--- src/rtl/inv_key_schedule.sv ---
// AES-128 inverse key scheduler: loaded with round key 10, regenerates keys 10..0 one per handshake.
// Optional INV_KEY_MIXCOL_EN: rounds 9..1 are emitted through InvMixColumns (equivalent inverse cipher).

module aes_sbox (
  input  logic [7:0] a_i,
  output logic [7:0] s_o
);
  function automatic logic [7:0] gmul(input logic [7:0] a, input logic [7:0] b);
    logic [7:0] p;
    logic [7:0] aa;
    p  = 8'h00;
    aa = a;
    for (int i = 0; i < 8; i++) begin
      if (b[i]) p = p ^ aa;
      aa = {aa[6:0], 1'b0} ^ (aa[7] ? 8'h1b : 8'h00);
    end
    return p;
  endfunction

  // Multiplicative inverse as x^254; maps 0 to 0 as the S-box requires.
  function automatic logic [7:0] ginv(input logic [7:0] x);
    logic [7:0] sq;
    logic [7:0] acc;
    sq  = x;
    acc = 8'h01;
    for (int i = 1; i < 8; i++) begin
      sq  = gmul(sq, sq);
      acc = gmul(acc, sq);
    end
    return acc;
  endfunction

  logic [7:0] inv;

  assign inv = ginv(a_i);
  assign s_o = inv ^ {inv[6:0], inv[7]} ^ {inv[5:0], inv[7:6]}
             ^ {inv[4:0], inv[7:5]} ^ {inv[3:0], inv[7:4]} ^ 8'h63;
endmodule

module inv_key_schedule (
  input  logic         clk,
  input  logic         rst,
  input  logic         start,
  input  logic [127:0] last_key,
  output logic         busy,
  output logic         rk_valid,
  input  logic         rk_ready,
  output logic [3:0]   rk_round,
  output logic [127:0] rk_data,
  output logic         done
);
  typedef enum logic [1:0] {IDLE, EMIT, DONE} state_t;

  state_t       state_q, state_d;
  logic [127:0] key_q, key_d;
  logic [7:0]   rcon_q, rcon_d;
  logic [3:0]   round_q, round_d;

  logic [31:0]  kw [4];
  logic [31:0]  p3;
  logic [31:0]  rot_w;
  logic [31:0]  sub_w;
  logic [127:0] prev_key;
  logic [7:0]   rcon_prev;

  genvar gi;
  generate
    for (gi = 0; gi < 4; gi++) begin : g_word
      assign kw[gi] = key_q[127-32*gi -: 32];
      aes_sbox u_sbox (
        .a_i (rot_w[8*gi +: 8]),
        .s_o (sub_w[8*gi +: 8])
      );
    end
  endgenerate

  assign p3        = kw[3] ^ kw[2];
  assign rot_w     = {p3[23:0], p3[31:24]};
  assign prev_key  = {kw[0] ^ sub_w ^ {rcon_q, 24'h0}, kw[1] ^ kw[0], kw[2] ^ kw[1], p3};
  assign rcon_prev = rcon_q[0] ? (((rcon_q ^ 8'h1b) >> 1) | 8'h80) : (rcon_q >> 1);

  always_ff @(posedge clk or posedge rst) begin
    if (rst) begin
      state_q <= IDLE;
      key_q   <= '0;
      rcon_q  <= 8'h00;
      round_q <= 4'd0;
    end else begin
      state_q <= state_d;
      key_q   <= key_d;
      rcon_q  <= rcon_d;
      round_q <= round_d;
    end
  end

  always_comb begin
    state_d = state_q;
    key_d   = key_q;
    rcon_d  = rcon_q;
    round_d = round_q;
    case (state_q)
      IDLE: begin
        if (start) begin
          key_d   = last_key;
          rcon_d  = 8'h36;
          round_d = 4'd10;
          state_d = EMIT;
        end
      end
      EMIT: begin
        if (rk_ready) begin
          if (round_q != 4'd0) begin
            key_d   = prev_key;
            rcon_d  = rcon_prev;
            round_d = round_q - 4'd1;
          end else begin
            state_d = DONE;
          end
        end
      end
      DONE:    state_d = IDLE;
      default: state_d = IDLE;
    endcase
  end

  assign busy     = (state_q == EMIT);
  assign rk_valid = (state_q == EMIT);
  assign done     = (state_q == DONE);
  assign rk_round = round_q;

`ifdef INV_KEY_MIXCOL_EN
  function automatic logic [7:0] xt(input logic [7:0] b);
    return {b[6:0], 1'b0} ^ (b[7] ? 8'h1b : 8'h00);
  endfunction

  function automatic logic [31:0] imc_col(input logic [31:0] c);
    logic [7:0] a [4];
    logic [7:0] m9 [4];
    logic [7:0] mb [4];
    logic [7:0] md [4];
    logic [7:0] me [4];
    logic [7:0] x2, x4, x8;
    for (int i = 0; i < 4; i++) begin
      a[i]  = c[31-8*i -: 8];
      x2    = xt(a[i]);
      x4    = xt(x2);
      x8    = xt(x4);
      m9[i] = x8 ^ a[i];
      mb[i] = x8 ^ x2 ^ a[i];
      md[i] = x8 ^ x4 ^ a[i];
      me[i] = x8 ^ x4 ^ x2;
    end
    return {me[0] ^ mb[1] ^ md[2] ^ m9[3],
            m9[0] ^ me[1] ^ mb[2] ^ md[3],
            md[0] ^ m9[1] ^ me[2] ^ mb[3],
            mb[0] ^ md[1] ^ m9[2] ^ me[3]};
  endfunction

  logic [127:0] mix_key;

  generate
    for (gi = 0; gi < 4; gi++) begin : g_mix
      assign mix_key[127-32*gi -: 32] = imc_col(key_q[127-32*gi -: 32]);
    end
  endgenerate

  // First and last round keys are used raw by the equivalent inverse cipher.
  assign rk_data = (round_q == 4'd0 || round_q == 4'd10) ? key_q : mix_key;
`else
  assign rk_data = key_q;
`endif
endmodule

--- config.mk ---
export PLATFORM = sky130hd
export DESIGN_NAME = inv_key_schedule
export DESIGN_NICKNAME = d
export VERILOG_FILES = /design/src/rtl/inv_key_schedule.sv
export SDC_FILE = /design/constraint.sdc
export NUM_CORES = 2
export LEC_CHECK = 0
export ABC_AREA = 1
export ABC_CLOCK_PERIOD_IN_PS = 17960
export CORE_MARGIN = 2
export CORE_UTILIZATION = 40
export DETAILED_ROUTE_END_ITERATION = 10
export PLACE_DENSITY = 0.62
export SYNTH_ARGS = -nofsm -noshare
export SYNTH_HDL_FRONTEND = slang
export SYNTH_SLANG_ARGS = --single-unit
--- constraint.sdc ---
create_clock -name clk -period 17.96 [get_ports clk]
set_input_delay 3.592 -clock clk [delete_from_list [all_inputs] [get_ports clk]]
set_output_delay 3.592 -clock clk [all_outputs]
set_load 0.05 [all_outputs]
# [After elaboration in Yosys (flattened, before gate mapping)]
# Index checks and enable logic that the tools add are counted.
[classes] addsub=1 n_eq_ne=6 n_mux=829 bitwise=782 n_reduce_logical=5
[ops] operator="$xor 8x8->8" n=744
[ops] operator="$mux 8" n=424
[ops] operator="$mux 5" n=368
[ops] operator="$mux 128" n=3
[ops] operator="$pmux 128 s2" n=1
[ops] operator="$xor 32x32->32" n=5
[ops] operator="$mux 4" n=7
[ops] operator="$mux 7" n=4
[ops] operator="$not 1->1 const A" n=28
[ops] operator="$mux 6" n=4
[ops] operator="$not 4->4" n=5
[ops] operator="$pmux 8 s2" n=1
[ops] operator="$mux 2" n=7
[ops] operator="$mux 3" n=4
[ops] operator="$pmux 4 s2" n=1
[ops] operator="$mux 1" n=4
[ops] operator="$ne 2x1->1 const B" n=2
[ops] operator="$ne 2x2->1 const B" n=2
[ops] operator="$pmux 2 s2" n=1
[ops] operator="$reduce_and 4->1" n=1
[ops] operator="$reduce_bool 4->1" n=1
[ops] operator="$sub 4x1->4 const B" n=1
[ops] operator="$reduce_and 3->1" n=1
[ops] operator="$eq 2x1->1 const B" n=1
[ops] operator="other kinds (3)" n=3
[word_totals] register_bits=142 in_bits=132 out_inout_bits=135 elab_cells=1627

# [Depth between registers and ports, before layout]
[logic_depth] ltp_word=138 depth_mapped=132 depth_no_buf=129

# [By module]
# A second synthesis with hierarchy kept.
[unflattened] cells_unflattened=17301 area_unflattened_um2=83540.1
[modules_own_cells] mod="aes_sbox" instances=4 cells_per_inst=3995 area_each_um2=18729.2 seq_area_each_um2=0.0
[modules_own_cells] mod="inv_key_schedule" instances=1 cells_per_inst=1321 area_each_um2=8623.3 seq_area_each_um2=3553.4

# [Worst setup path after synthesis]
# No wires, ideal clock.
[synth_path] path_kind="reg-to-reg" startpoint="register key_q[23] (netlist: rk_data[23])" endpoint="register key_q[120] (netlist: rk_data[120])" t_arrival_ns=13.133 required_time_ns=17.842 slack_ns=4.709 path_stages_with_launch=110 synth_period_minus_slack_ns=13.251 path_cell_list="dfrtp_1 -> inv_1 -> nand2_1 -> nand2_2 -> buf_4 -> ha_1 -> inv_1 -> nand3_1 -> nand3_1 -> nand2_1 -> nand2_1 -> inv_1 -> nand2_1 -> nand2_2 -> xor2_4 -> buf_4 -> ha_1 -> inv_1 -> [... 74 more ...] -> nand2_1 -> inv_1 -> nand2_1 -> nand2_1 -> nand2_1 -> nand2_1 -> nand2_1 -> nand2_1 -> inv_1 -> nand2_2 -> nand2_2 -> inv_2 -> nand2_2 -> nand2_1 -> nand2_1 -> nand3_1 -> nand2_1 -> nand2_1"
[synth_via] elab_chain_len=135 word_cells_on_any_way=392
[synth_rtl] element="start, declared" line="55" source="logic [127:0] key_q, key_d;"
[synth_rtl] element="start signal, assigned" line="90" source="key_q <= key_d;"
[synth_rtl] element="$xor 32x32->32 *" line="77" source="assign p3 = kw[3] ^ kw[2];"
[synth_rtl] element="$mux 5 / $mux 8 (equally long branches)" line="15, 14"
[synth_rtl] element="$xor 8x8->8 (on tied branches)" line="15, 14"
[synth_rtl] element="$xor 8x8->8 / $mux 8 (equally long branches)" line="14" source="if (b[i]) p = p ^ aa;"
[synth_rtl] element="$mux 8 / $xor 8x8->8 (equally long branches)" line="14"
[synth_rtl] element="$xor 8x8->8 / $mux 8 (equally long branches)" line="14"
[synth_rtl] element="$mux 8 / $xor 8x8->8 (equally long branches)" line="14"
[synth_rtl] element="$xor 8x8->8 / $mux 8 (equally long branches)" line="14"
[synth_rtl] element="[... 117 more ...]"
[synth_rtl] element="$xor 8x8->8 (2 in series)" line="36" source="assign s_o = inv ^ {inv[6:0], inv[7]} ^ {inv[5:0], inv[7:6]}"
[synth_rtl] element="$xor 8x8->8" line="37" source="^ {inv[4:0], inv[7:5]} ^ {inv[3:0], inv[7:4]} ^ 8'h63;"
[synth_rtl] element="$xor 8x8->8 *" line="37"
[synth_rtl] element="$not 4->4 (no line) *"
[synth_rtl] element="$xor 32x32->32 * (2 in series)" line="79" source="assign prev_key = {kw[0] ^ sub_w ^ {rcon_q, 24'h0}, kw[1] ^ kw[0], kw[2] ^ kw[1], p3};"
[synth_rtl] element="$mux 128 *" line="112" source="if (round_q != 4'd0) begin"
[synth_rtl] element="$mux 128 *" line="111" source="if (rk_ready) begin"
[synth_rtl] element="$pmux 128 s2 *" line="101" source="case (state_q)"
# Every way passes the cells marked *; elsewhere a longest branch is shown, timed or not. The select of a mux whose other input is x is not followed.
# A chain may end at the register's enable or synchronous reset.

# [Final worst setup path]
[layout_path] startpoint="register key_q[39] (netlist: rk_data[39])" endpoint="register key_q[104] (netlist: rk_data[104])"
# The elaborated chain is that of the path after synthesis.

==> metrics.yaml <==
slowest_stage: "xor2_1"
ys_seq_area_frac: 0.0470
synthFlopType: "dfrtp_1"
via_count: 89500
fmax_mhz: 61.2
vias_per_cell: 5.13
cts_tree: "built"
finalHoldViolations: 0
arrival_ns: 16.75
grt_usage: 0.262
grt_pass1_vias: 79600
synth_edf_count: 0
mostFrequentLayoutCell: "nand2_1"
io_buffers: 266
drt-total-wl_um: 262000
ant_nets: 0
yosysWarnings: 0
mostFrequentLayoutCells: "6473 x nand2_1, 2119 x nand3_1, 1512 x inv_1"
rsz0062_at_grt: "false"
path_clk_slew_ns: 0.08
skew_ns: 0.0334
grt_overflow_total: 0
syn_to_final_growth_pct: 5.65
root_buffer: "clkbuf_16"
setup_viol: 0
die_area_um2: 192000
fill_cells: 21400
cpMostUsedCell: "nand2_1"
required_ns: 18.37
antenna_found_initial: 10
period_minus_slack_ns: 16.34
drive_gt1_frac: 0.0723
start_kind: "flip-flop"
hpwl_um: 207000
clock_sinks: 142
worstHoldPathType: "reg2reg"
grt_pass1_wl_um: 419000
syn-mean-instance-area_um2: 5.06
syn_inst: 14900
async_reset_ff_frac: 1.00
crit_path_max_incr_delay_ns: 0.79
post_cts_resized: 0
ys_types: 65
netlist_area_um2: 75500
slew_viol_final: 0
place_congestion: 0.981
ff2ff_setup_slack_ns: 1.62
core-area_um2: 188000
drt-initial-drc-count: 7460
syn-num-nets: 15100
cts_setup_buffers: 0
start_util: 0.402
wl_per_cell_um: 15.0
holdBufCountCts: 0
nets: 15100
synth_seq_cells: 142
end_kind: "flip-flop"
grt_max_degree: 90
clk_latency_ns: 0.55
die_x_um: 439
row_count: 159
cts_buffer_depth: 2
die_y_um: 439
fin_setup_tns_ns: 0
outcome: "finished clean"
maxCapViolations: 0
critPathKind: "reg2reg"
timing.final.crit_share: 0.910
drt_first_pass_iters: 7
drcViolationCount: 0
numCtsBuffers: 17
crit_fanout: 22
relSlewSlack: 0.270
boundaryPins: 267
worst_slew_pin_slew_ns: 1.09
htree_levels: 4
## through the flow
step,setup WS (ns),hold WS [ns],utilization,instances,cell area [um^2]
5_1_grt,0.113,0.542,0.425,17500,79800
2_1_floorplan,4.71,0.454,-,14900,75500
3_3_place_gp,2.31,0.503,0.422,17400,79200
4_1_cts,1.97,0.504,0.425,17500,79800
6_report,1.62,0.503,0.425,17500,79800
3_5_place_dp,2.04,0.500,0.422,17400,79200
## cells in the mapped netlist (95+ instances only)
| cell type | number | area [um^2] |
|---|---|---|
| nor2_1 | 1066 | 4000 |
| inv_2 | 189 | 709 |
| inv_1 | 1515 | 5690 |
| nand3b_1 | 199 | 1490 |
| xnor2_1 | 380 | 3330 |
| dfrtp_1 | 142 | 3550 |
| xor2_1 | 805 | 7050 |
| nand2_2 | 443 | 2770 |
| nand2_1 | 6473 | 24300 |
| nand4_1 | 158 | 988 |
| a21oi_1 | 95 | 475 |
| o21ai_0 | 278 | 1390 |
| nand3_1 | 2119 | 10600 |
## worst paths after layout
check                           depth (start not counted)                  endpoint               startpoint
worst min-delay path                                    1     rcon_q[0]$_DFFE_PP0P_    rcon_q[1]$_DFFE_PP0P_
worst min register to register                          1     rcon_q[0]$_DFFE_PP0P_    rcon_q[1]$_DFFE_PP0P_
worst max-delay path                                   89  rk_data[104]$_DFFE_PP0P_  rk_data[39]$_DFFE_PP0P_
worst max register to register                         89  rk_data[104]$_DFFE_PP0P_  rk_data[39]$_DFFE_PP0P_
min in group asynchronous                               2   rk_data[81]$_DFFE_PP0P_                      rst
max in group asynchronous                               3   rk_data[66]$_DFFE_PP0P_                      rst
## registers in the layout, indices dropped and copies added, names as in the netlist
signal    flops
rcon_q        8
rk_data     128
rk_round      4
state_q       2
## layer usage
| layer | global-route usage | part of all wire |
|---|---|---|
| met1 | 0.336 | 0.44 |
| met2 | 0.444 | 0.46 |
| met3 | 0.0211 | 0.052 |
| met4 | 0.118 | 0.048 |
| met5 | 0 | 0 |
## final cells by class
class                   count  area [um^2]  share of cell area
diodes                     10         25.0            0.000314
clock buffers              18          439             0.00550
clock inverters            14          164             0.00205
inverters                1739         6570              0.0823
multi-input cells       12700        62600               0.785
flip-flops and latches    142         3550              0.0445
well taps                2495         3120              0.0391
repair buffers            354         3320              0.0416
## logic make-up after synthesis
group                    share of synthesized area
AND/OR/NAND/NOR                              0.616
buffers and inverters                        0.124
XOR/XNOR                                     0.160
AO/OA/AOI/OAI                               0.0490
flip-flops                                  0.0470
adder cells (fa/ha/maj)                    0.00348
## critical path: cells and delay by family (launching register included)
family          cells  cell delay [ns]
simple gates       57             7.28
buf+inv            17             3.48
xor+xnor            8             2.75
fa+ha+maj           4             1.60
flops               1             0.59
compound gates      3             0.43
Power is left out: the tool's default activity adds up to more than one toggle a clock period on the data nets, which glitch-free logic cannot reach.
